==> src/rtl/serial_pattern_tx.sv <==
// Serial pattern transmitter: accepts parallel words over valid/ready and shifts them out MSB-first,
// while counting overlapping occurrences of a 4-bit target pattern in the transmitted stream.
module serial_pattern_tx #(
  parameter int         WIDTH      = 8,
  parameter logic [3:0] PATTERN    = 4'b1011,
  parameter int         GAP_CYCLES = 1
) (
  input  logic             clk,
  input  logic             rst,
  input  logic [WIDTH-1:0] data_in,
  input  logic             data_valid,
  output logic             data_ready,
  output logic             dout,
  output logic             dout_valid,
  output logic             busy,
  output logic [15:0]      match_count,
  output logic [1:0]       state
);

  // state | meaning
  // IDLE  | waiting for a word, data_ready high
  // SHIFT | word bits on dout, one per cycle, MSB first
  // GAP   | idle spacing after a word, GAP_CYCLES long
  typedef enum logic [1:0] {
    S_IDLE  = 2'b00,
    S_SHIFT = 2'b01,
    S_GAP   = 2'b10
  } state_t;

  localparam int BW = $clog2(WIDTH);
  localparam int GW = (GAP_CYCLES > 1) ? $clog2(GAP_CYCLES) : 1;
  localparam logic [BW-1:0] BIT_LOAD = BW'(WIDTH - 1);
  localparam logic [GW-1:0] GAP_LOAD = GW'((GAP_CYCLES > 0) ? GAP_CYCLES - 1 : 0);

  state_t           state_q, state_d;
  logic [WIDTH-1:0] shreg;
  logic [BW-1:0]    bit_cnt;
  logic [GW-1:0]    gap_cnt;
  logic [3:0]       hist;
  logic [2:0]       fill_cnt;
  logic             load;

  always_ff @(posedge clk) begin
    if (rst) state_q <= S_IDLE;
    else     state_q <= state_d;
  end

  always_comb begin
    state_d    = state_q;
    data_ready = 1'b0;
    dout       = 1'b0;
    dout_valid = 1'b0;
    busy       = 1'b0;
    load       = 1'b0;
    case (state_q)
      S_IDLE: begin
        data_ready = 1'b1;
        if (data_valid) begin
          load    = 1'b1;
          state_d = S_SHIFT;
        end
      end
      S_SHIFT: begin
        dout       = shreg[WIDTH-1];
        dout_valid = 1'b1;
        busy       = 1'b1;
        if (bit_cnt == '0) begin
          if (GAP_CYCLES > 0) state_d = S_GAP;
          else                state_d = S_IDLE;
        end
      end
      S_GAP: begin
        busy = 1'b1;
        if (gap_cnt == '0) state_d = S_IDLE;
      end
      default: state_d = S_IDLE;
    endcase
  end

  always_ff @(posedge clk) begin
    if (rst) begin
      shreg       <= '0;
      bit_cnt     <= '0;
      gap_cnt     <= '0;
      hist        <= '0;
      fill_cnt    <= '0;
      match_count <= '0;
    end else begin
      if (load) begin
        shreg   <= data_in;
        bit_cnt <= BIT_LOAD;
      end else if (state_q == S_SHIFT) begin
        shreg   <= {shreg[WIDTH-2:0], 1'b0};
        bit_cnt <= bit_cnt - 1'b1;
        if (bit_cnt == '0) gap_cnt <= GAP_LOAD;
      end else if (state_q == S_GAP && gap_cnt != '0) begin
        gap_cnt <= gap_cnt - 1'b1;
      end

      // History spans word boundaries; the fill counter suppresses matches until 4 real bits exist.
      if (dout_valid) begin
        hist <= {hist[2:0], dout};
        if (fill_cnt != 3'd4) fill_cnt <= fill_cnt + 3'd1;
        if (fill_cnt >= 3'd3 && {hist[2:0], dout} == PATTERN && match_count != 16'hFFFF)
          match_count <= match_count + 16'd1;
      end
    end
  end

  assign state = state_q;

endmodule
==> config.mk <==
export PLATFORM = sky130hd
export DESIGN_NAME = serial_pattern_tx
export DESIGN_NICKNAME = d
export VERILOG_FILES = /design/src/rtl/serial_pattern_tx.sv
export SDC_FILE = /design/constraint.sdc
export NUM_CORES = 1
export LEC_CHECK = 0
export CAP_MARGIN = 20
export CELL_PAD_IN_SITES_DETAIL_PLACEMENT = 0
export CELL_PAD_IN_SITES_GLOBAL_PLACEMENT = 1
export CORE_ASPECT_RATIO = 0.8
export CORE_MARGIN = 2
export CORE_UTILIZATION = 43
export CTS_BUF_LIST = sky130_fd_sc_hd__clkbuf_4 sky130_fd_sc_hd__clkbuf_8
export DETAILED_ROUTE_END_ITERATION = 16
export HOLD_SLACK_MARGIN = 0.02
export PLACE_DENSITY = 0.94
export REMOVE_ABC_BUFFERS = 1
export SYNTH_ARGS = -nofsm -noshare
export SYNTH_HDL_FRONTEND = slang
export SYNTH_SLANG_ARGS = --single-unit
==> constraint.sdc <==
create_clock -name clk -period 5 [get_ports clk]
set_input_delay 1.25 -clock clk [delete_from_list [all_inputs] [get_ports clk]]
set_output_delay 1.25 -clock clk [all_outputs]
set_load 0.005 [all_outputs]
# Yosys cells after proc, flatten, opt, wreduce, memory -nomap -nowiden
# Index checks and enable logic that the tools add are counted.
dict set report totals {
  in_bits 11
  regBits 36
  word_cells 50
  output_inout_bits 22
}
dict set report classes {
  eq_ne 8
  reduce_logical 12
  magnitude_cmp 1
  n_bitwise 1
  add_sub_neg 4
  n_mux 17
}
# cell n
set ops {}
lappend ops {{$add A16 B1 Y16 const B} 1}
lappend ops {{$mux W8} 2}
lappend ops {{$ne A16 B16 Y1 const B} 1}
lappend ops {{$mux W1} 9}
lappend ops {{$mux W2} 3}
lappend ops {{$mux W3} 2}
lappend ops {{$pmux W2 S3} 1}
lappend ops {{$reduce_and A3 Y1} 2}
lappend ops {{$eq A4 B4 Y1 const B} 1}
lappend ops {{$ne A2 B2 Y1 const B} 2}
lappend ops {{$reduce_and A2 Y1} 2}
lappend ops {{$reduce_bool A2 Y1} 2}
lappend ops {{$add A3 B1 Y3 const B} 1}
lappend ops {{$ge A3 B2 Y1 const B} 1}
lappend ops {{$logic_and A1 B1 Y1} 3}
lappend ops {{$logic_not A3 Y1} 1}
lappend ops {{$ne A3 B3 Y1 const B} 1}
lappend ops {{$sub A3 B1 Y3 const B} 1}
lappend ops {{$eq A2 B1 Y1 const B} 1}
lappend ops {{$eq A2 B2 Y1 const B} 1}
lappend ops {{$logic_not A2 Y1} 1}
lappend ops {{$ne A2 B1 Y1 const B} 1}
lappend ops {{$reduce_or A2 Y1} 1}
lappend ops {{$not A1 Y1} 1}
lappend ops {{$sub A1 B1 Y1 const B} 1}

# Depth between registers and ports, before layout
dict set report depth {
  ltp_word 6
  depth_mapped 8
  mapped_depth_nobuf 7
}

# Worst setup path before layout
# OpenSTA, ideal clock, no wires.
dict set report synth_timing {
  path_kind {register -> output}
  from {reg state_q[1] (netlist: state[1])}
  to {out dout}
  path_buffers 0
  setup_slack_ns 2.912
  stages_incl_launch_ff 5
  arrival_time_ns 0.838
  required_time_ns 3.750
  cell_sequence {dfxtp_1 -> inv_1 -> ha_1 -> nand2_1 -> inv_1}
}
dict set report synth_via {
  elab_chain_cells 2
}
# item line
set synth_lines {}
lappend synth_lines {{start, declared} 35} ;# state_t state_q, state_d;
lappend synth_lines {{start signal, assigned} 45} ;# else state_q <= state_d;
lappend synth_lines {{$eq A2 B1 Y1} 55} ;# case (state_q)
lappend synth_lines {{$mux W1} 55}
lappend synth_lines {{end, declared} 13} ;# output logic dout,
# No other way between the ends.

# Final worst setup path
# Ends and elaborated chain as after synthesis.

==> results.sh <==
export IMPL_status="finished, final reports clean"
export IMPL_numClockSinks=36
export IMPL_antenna_cells=0
export IMPL_grt_met2_usage_pct=24.1
export IMPL_synth_seq_cells=36
export IMPL_synth_area_leaders="dfxtp_1 (41%), xnor2_1 (8.4%), ha_1 (7.8%)"
export IMPL_antenna_found_initial=0
export IMPL_reg2reg_depth=8
export IMPL_dp_cells=278
export IMPL_synth_cell_types=30
export IMPL_worstPathCellList="inv_1 > ha_1 > buf_4 > nand2_1 > inv_1 > clkdlybuf4s50_1"
export IMPL_drive_gt1_share_pct=6.93
export IMPL_postCtsSetupBuffers=0
export IMPL_crit_type="register to primary output"
export IMPL_core_um2=3880
export IMPL_wirelength_mm=3.40
export IMPL_fmax_mhz=313
export IMPL_synth_cells=199
export IMPL_cp_slowest_cell="clkdlybuf4s50_1"
export IMPL_regToRegStartpoint="state[1]"
export IMPL_crit_path_max_fanout=22
export IMPL_slew_headroom_pct=48.3
export IMPL_finalNonFillerCells=286
export IMPL_hold_viol_final=0
export IMPL_crit_cells=6
export IMPL_track_usage_pct=16.6
export IMPL_slowest_delay_ns=0.49
export IMPL_ys_warnings_count=0
export IMPL_crit_buf_inv=4
export IMPL_cp_arrival_ns=1.94
export IMPL_ioPinCount=33
export IMPL_use_met1_pct=23.2
export IMPL_ys_seq_area_share_pct=40.7
export IMPL_cp_top_family="buffers and inverters"
export IMPL_wl_per_cell_um=11.9
export IMPL_vias=1424
export IMPL_start_kind="register"
export IMPL_fp_dieArea_um2=4650
export IMPL_path_clk_slew_ns=0.07
export IMPL_utilization_pct=57.4
export IMPL_p_total_mw=0.882
export IMPL_cts_tree="yes"
export IMPL_grt_max_degree=37
export IMPL_post_cts_resized=0
export IMPL_die_width_um=75.7
export IMPL_min_delay_path_class="register to register"
export IMPL_startpoint="state[1]"
export IMPL_grt_pass1_vias=1257
export IMPL_top_usage_layer="met2"
export IMPL_cts_max_path_buffers=2
export IMPL_finalSetupViolCount=0
export IMPL_clk_latency_ns=0.29
export IMPL_grt_pass1_wl_mm=5.72
export IMPL_drt_iter0_drc=72
export IMPL_fin_skew_ns=0.00104
export IMPL_io_buffers=32
export IMPL_synth_area_um2=1770
export IMPL_netlist_area_leader_share_pct=40.7
export IMPL_cts_root_buf="clkbuf_8"
export IMPL_die_y_um=61.4
export IMPL_cap_violations=0
export IMPL_power_leakage_nw=0.775
export IMPL_worstPathRequired_ns=3.75
export IMPL_viasPerCell=4.98
export IMPL_peakVddDrop_mv=0.272
export IMPL_worst_pin_slew_ns=0.773
export IMPL_end_kind="primary output"
export IMPL_initial_core_util_pct=45.6
export IMPL_min_period_ns=3.19
export IMPL_nets=252
export IMPL_cts_hold_buf=0
export IMPL_rows=20
export IMPL_syn2layout_area_growth_pct=25.9
export IMPL_crit_path_end="dout"
export IMPL_r2r_end="match_count[15]"
export IMPL_htreeDepth=2
export IMPL_grtUsageMet3_pct=5.89
export IMPL_p_per_area_nw_per_um2=396
export IMPL_drt_pass1_iterations=4
export IMPL_hpwl_mm=2.37
export IMPL_rsz0062_at_grt="false"
export IMPL_worst_path_most_repeated_cell="inv_1"
export IMPL_cts_buffers_inserted=5
export IMPL_fill_cells=358
export IMPL_slew_viol_final=0
export IMPL_drc=0
export IMPL_gp_congestion=0.744
export IMPL_avgSynthCellArea_um2=8.89
export IMPL_ant_nets=0
export IMPL_grt_remaining_overflow=0
export IMPL_finalSetupTns_ns=0
export IMPL_r2r_slack_ns=2.52
export IMPL_period_share_pct=63.8
export IMPL_synth_largest_area_cell="dfxtp_1"
metal layers:
| layer | vias to the layer above | share of wire (%) | routed length, um |
|---|---|---|---|
| met5 | - | 0 | 0 |
| met4 | 0 | 1.1 | 36 |
| met3 | 4 | 4.3 | 146 |
| met2 | 33 | 43 | 1450 |
| met1 | 632 | 52 | 1760 |
| li1 | 755 | - | - |
layout make-up:
cell class / count / area, um^2 / share of cell area, %
multi-input combinational: 140 / 952 / 42.8
sequential: 36 / 721 / 32.4
tap: 55 / 68.8 / 3.09
clock buffer: 8 / 97.6 / 4.38
inverter: 12 / 45.0 / 2.02
timing repair buffer: 35 / 343 / 15.4
metrics by stage:
| stage | hold WS [ns] | instance area, um^2 | worst slack (ns) |
|---|---|---|---|
| finish | 0.453 | 2230 | 1.81 |
| global route | 0.495 | 2230 | 1.67 |
| CTS | 0.455 | 2230 | 1.79 |
| detailed placement | 0.442 | 2130 | 2.11 |
| global placement | 0.441 | 2130 | 2.18 |
| floorplan | 0.426 | 1720 | 2.35 |
where the power goes:
| group | switching (mW) | internal [mW] | leakage [nW] |
|---|---|---|---|
| clock | 0.0982 | 0.123 | 0.0523 |
| combinational | 0.150 | 0.149 | 0.430 |
| sequential | 0.0304 | 0.331 | 0.293 |
| total | 0.279 | 0.603 | 0.775 |
cells by family after synthesis:
kind of cell             share of synthesized area [%]
AND/OR/NAND/NOR                                   17.6
AO/OA/AOI/OAI                                     12.6
XOR/XNOR                                          8.42
multiplexers                                      7.43
buffers and inverters                             5.45
flip-flops                                        40.7
adder cells (fa/ha/maj)                           7.78
tightest hold or removal path, stage by stage, from the launching register on:
cell	delay, ns
dfxtp_1	0.32
nand2b_1	0.06
a21oi_1	0.04
worst min-delay path by stage:
stage,endpoint,cells past startpoint,startpoint
after global routing,gap_cnt,2,gap_cnt
after detailed placement,gap_cnt,2,gap_cnt
after CTS,gap_cnt,2,gap_cnt
after floorplan,gap_cnt,2,gap_cnt
final,gap_cnt,2,gap_cnt
after global placement,gap_cnt,2,gap_cnt
sequential cells by signal (all words and copies together), names as in the netlist:
| register | flops |
|---|---|
| hist | 3 |
| state | 2 |
| bit_cnt | 3 |
| gap_cnt | 1 |
| shreg | 8 |
| fill_cnt | 3 |
| match_count | 16 |
layout by cell type (no fill, tap or decap), drive strengths merged, types with 2 or more instances in the layout:
cell | netlist | layout
inv | 12 | 12
xnor2 | 17 | 17
nand2b | 2 | 2
nor2 | 31 | 31
nand3 | 7 | 7
nor3 | 2 | 2
mux2i | 12 | 12
a211oi | 14 | 14
a2111oi | 3 | 3
clkbuf | 6 | 8
clkdlybuf4s50 | 0 | 32
nand4 | 5 | 5
buf | 5 | 3
dfxtp | 36 | 36
ha | 11 | 11
nor4 | 3 | 3
a21oi | 11 | 11
o21ai | 3 | 3
nand2 | 11 | 11
cell usage after synthesis (all sizes together):
cell     instances
dfxtp           36
nor2            31
xnor2           17
a211oi          14
inv             12
mux2i           12
a21oi           11
ha              11
nand2           11
nand3            7
clkbuf           6
buf              5
nand4            5
a2111oi          3
nor4             3
o21ai            3
nand2b           2
nor3             2
and3             1
and4             1
mux2             1
nand3b           1
o221ai           1
or2              1
or3              1
or4              1
Note: power is estimated with default switching activity, not from simulation.
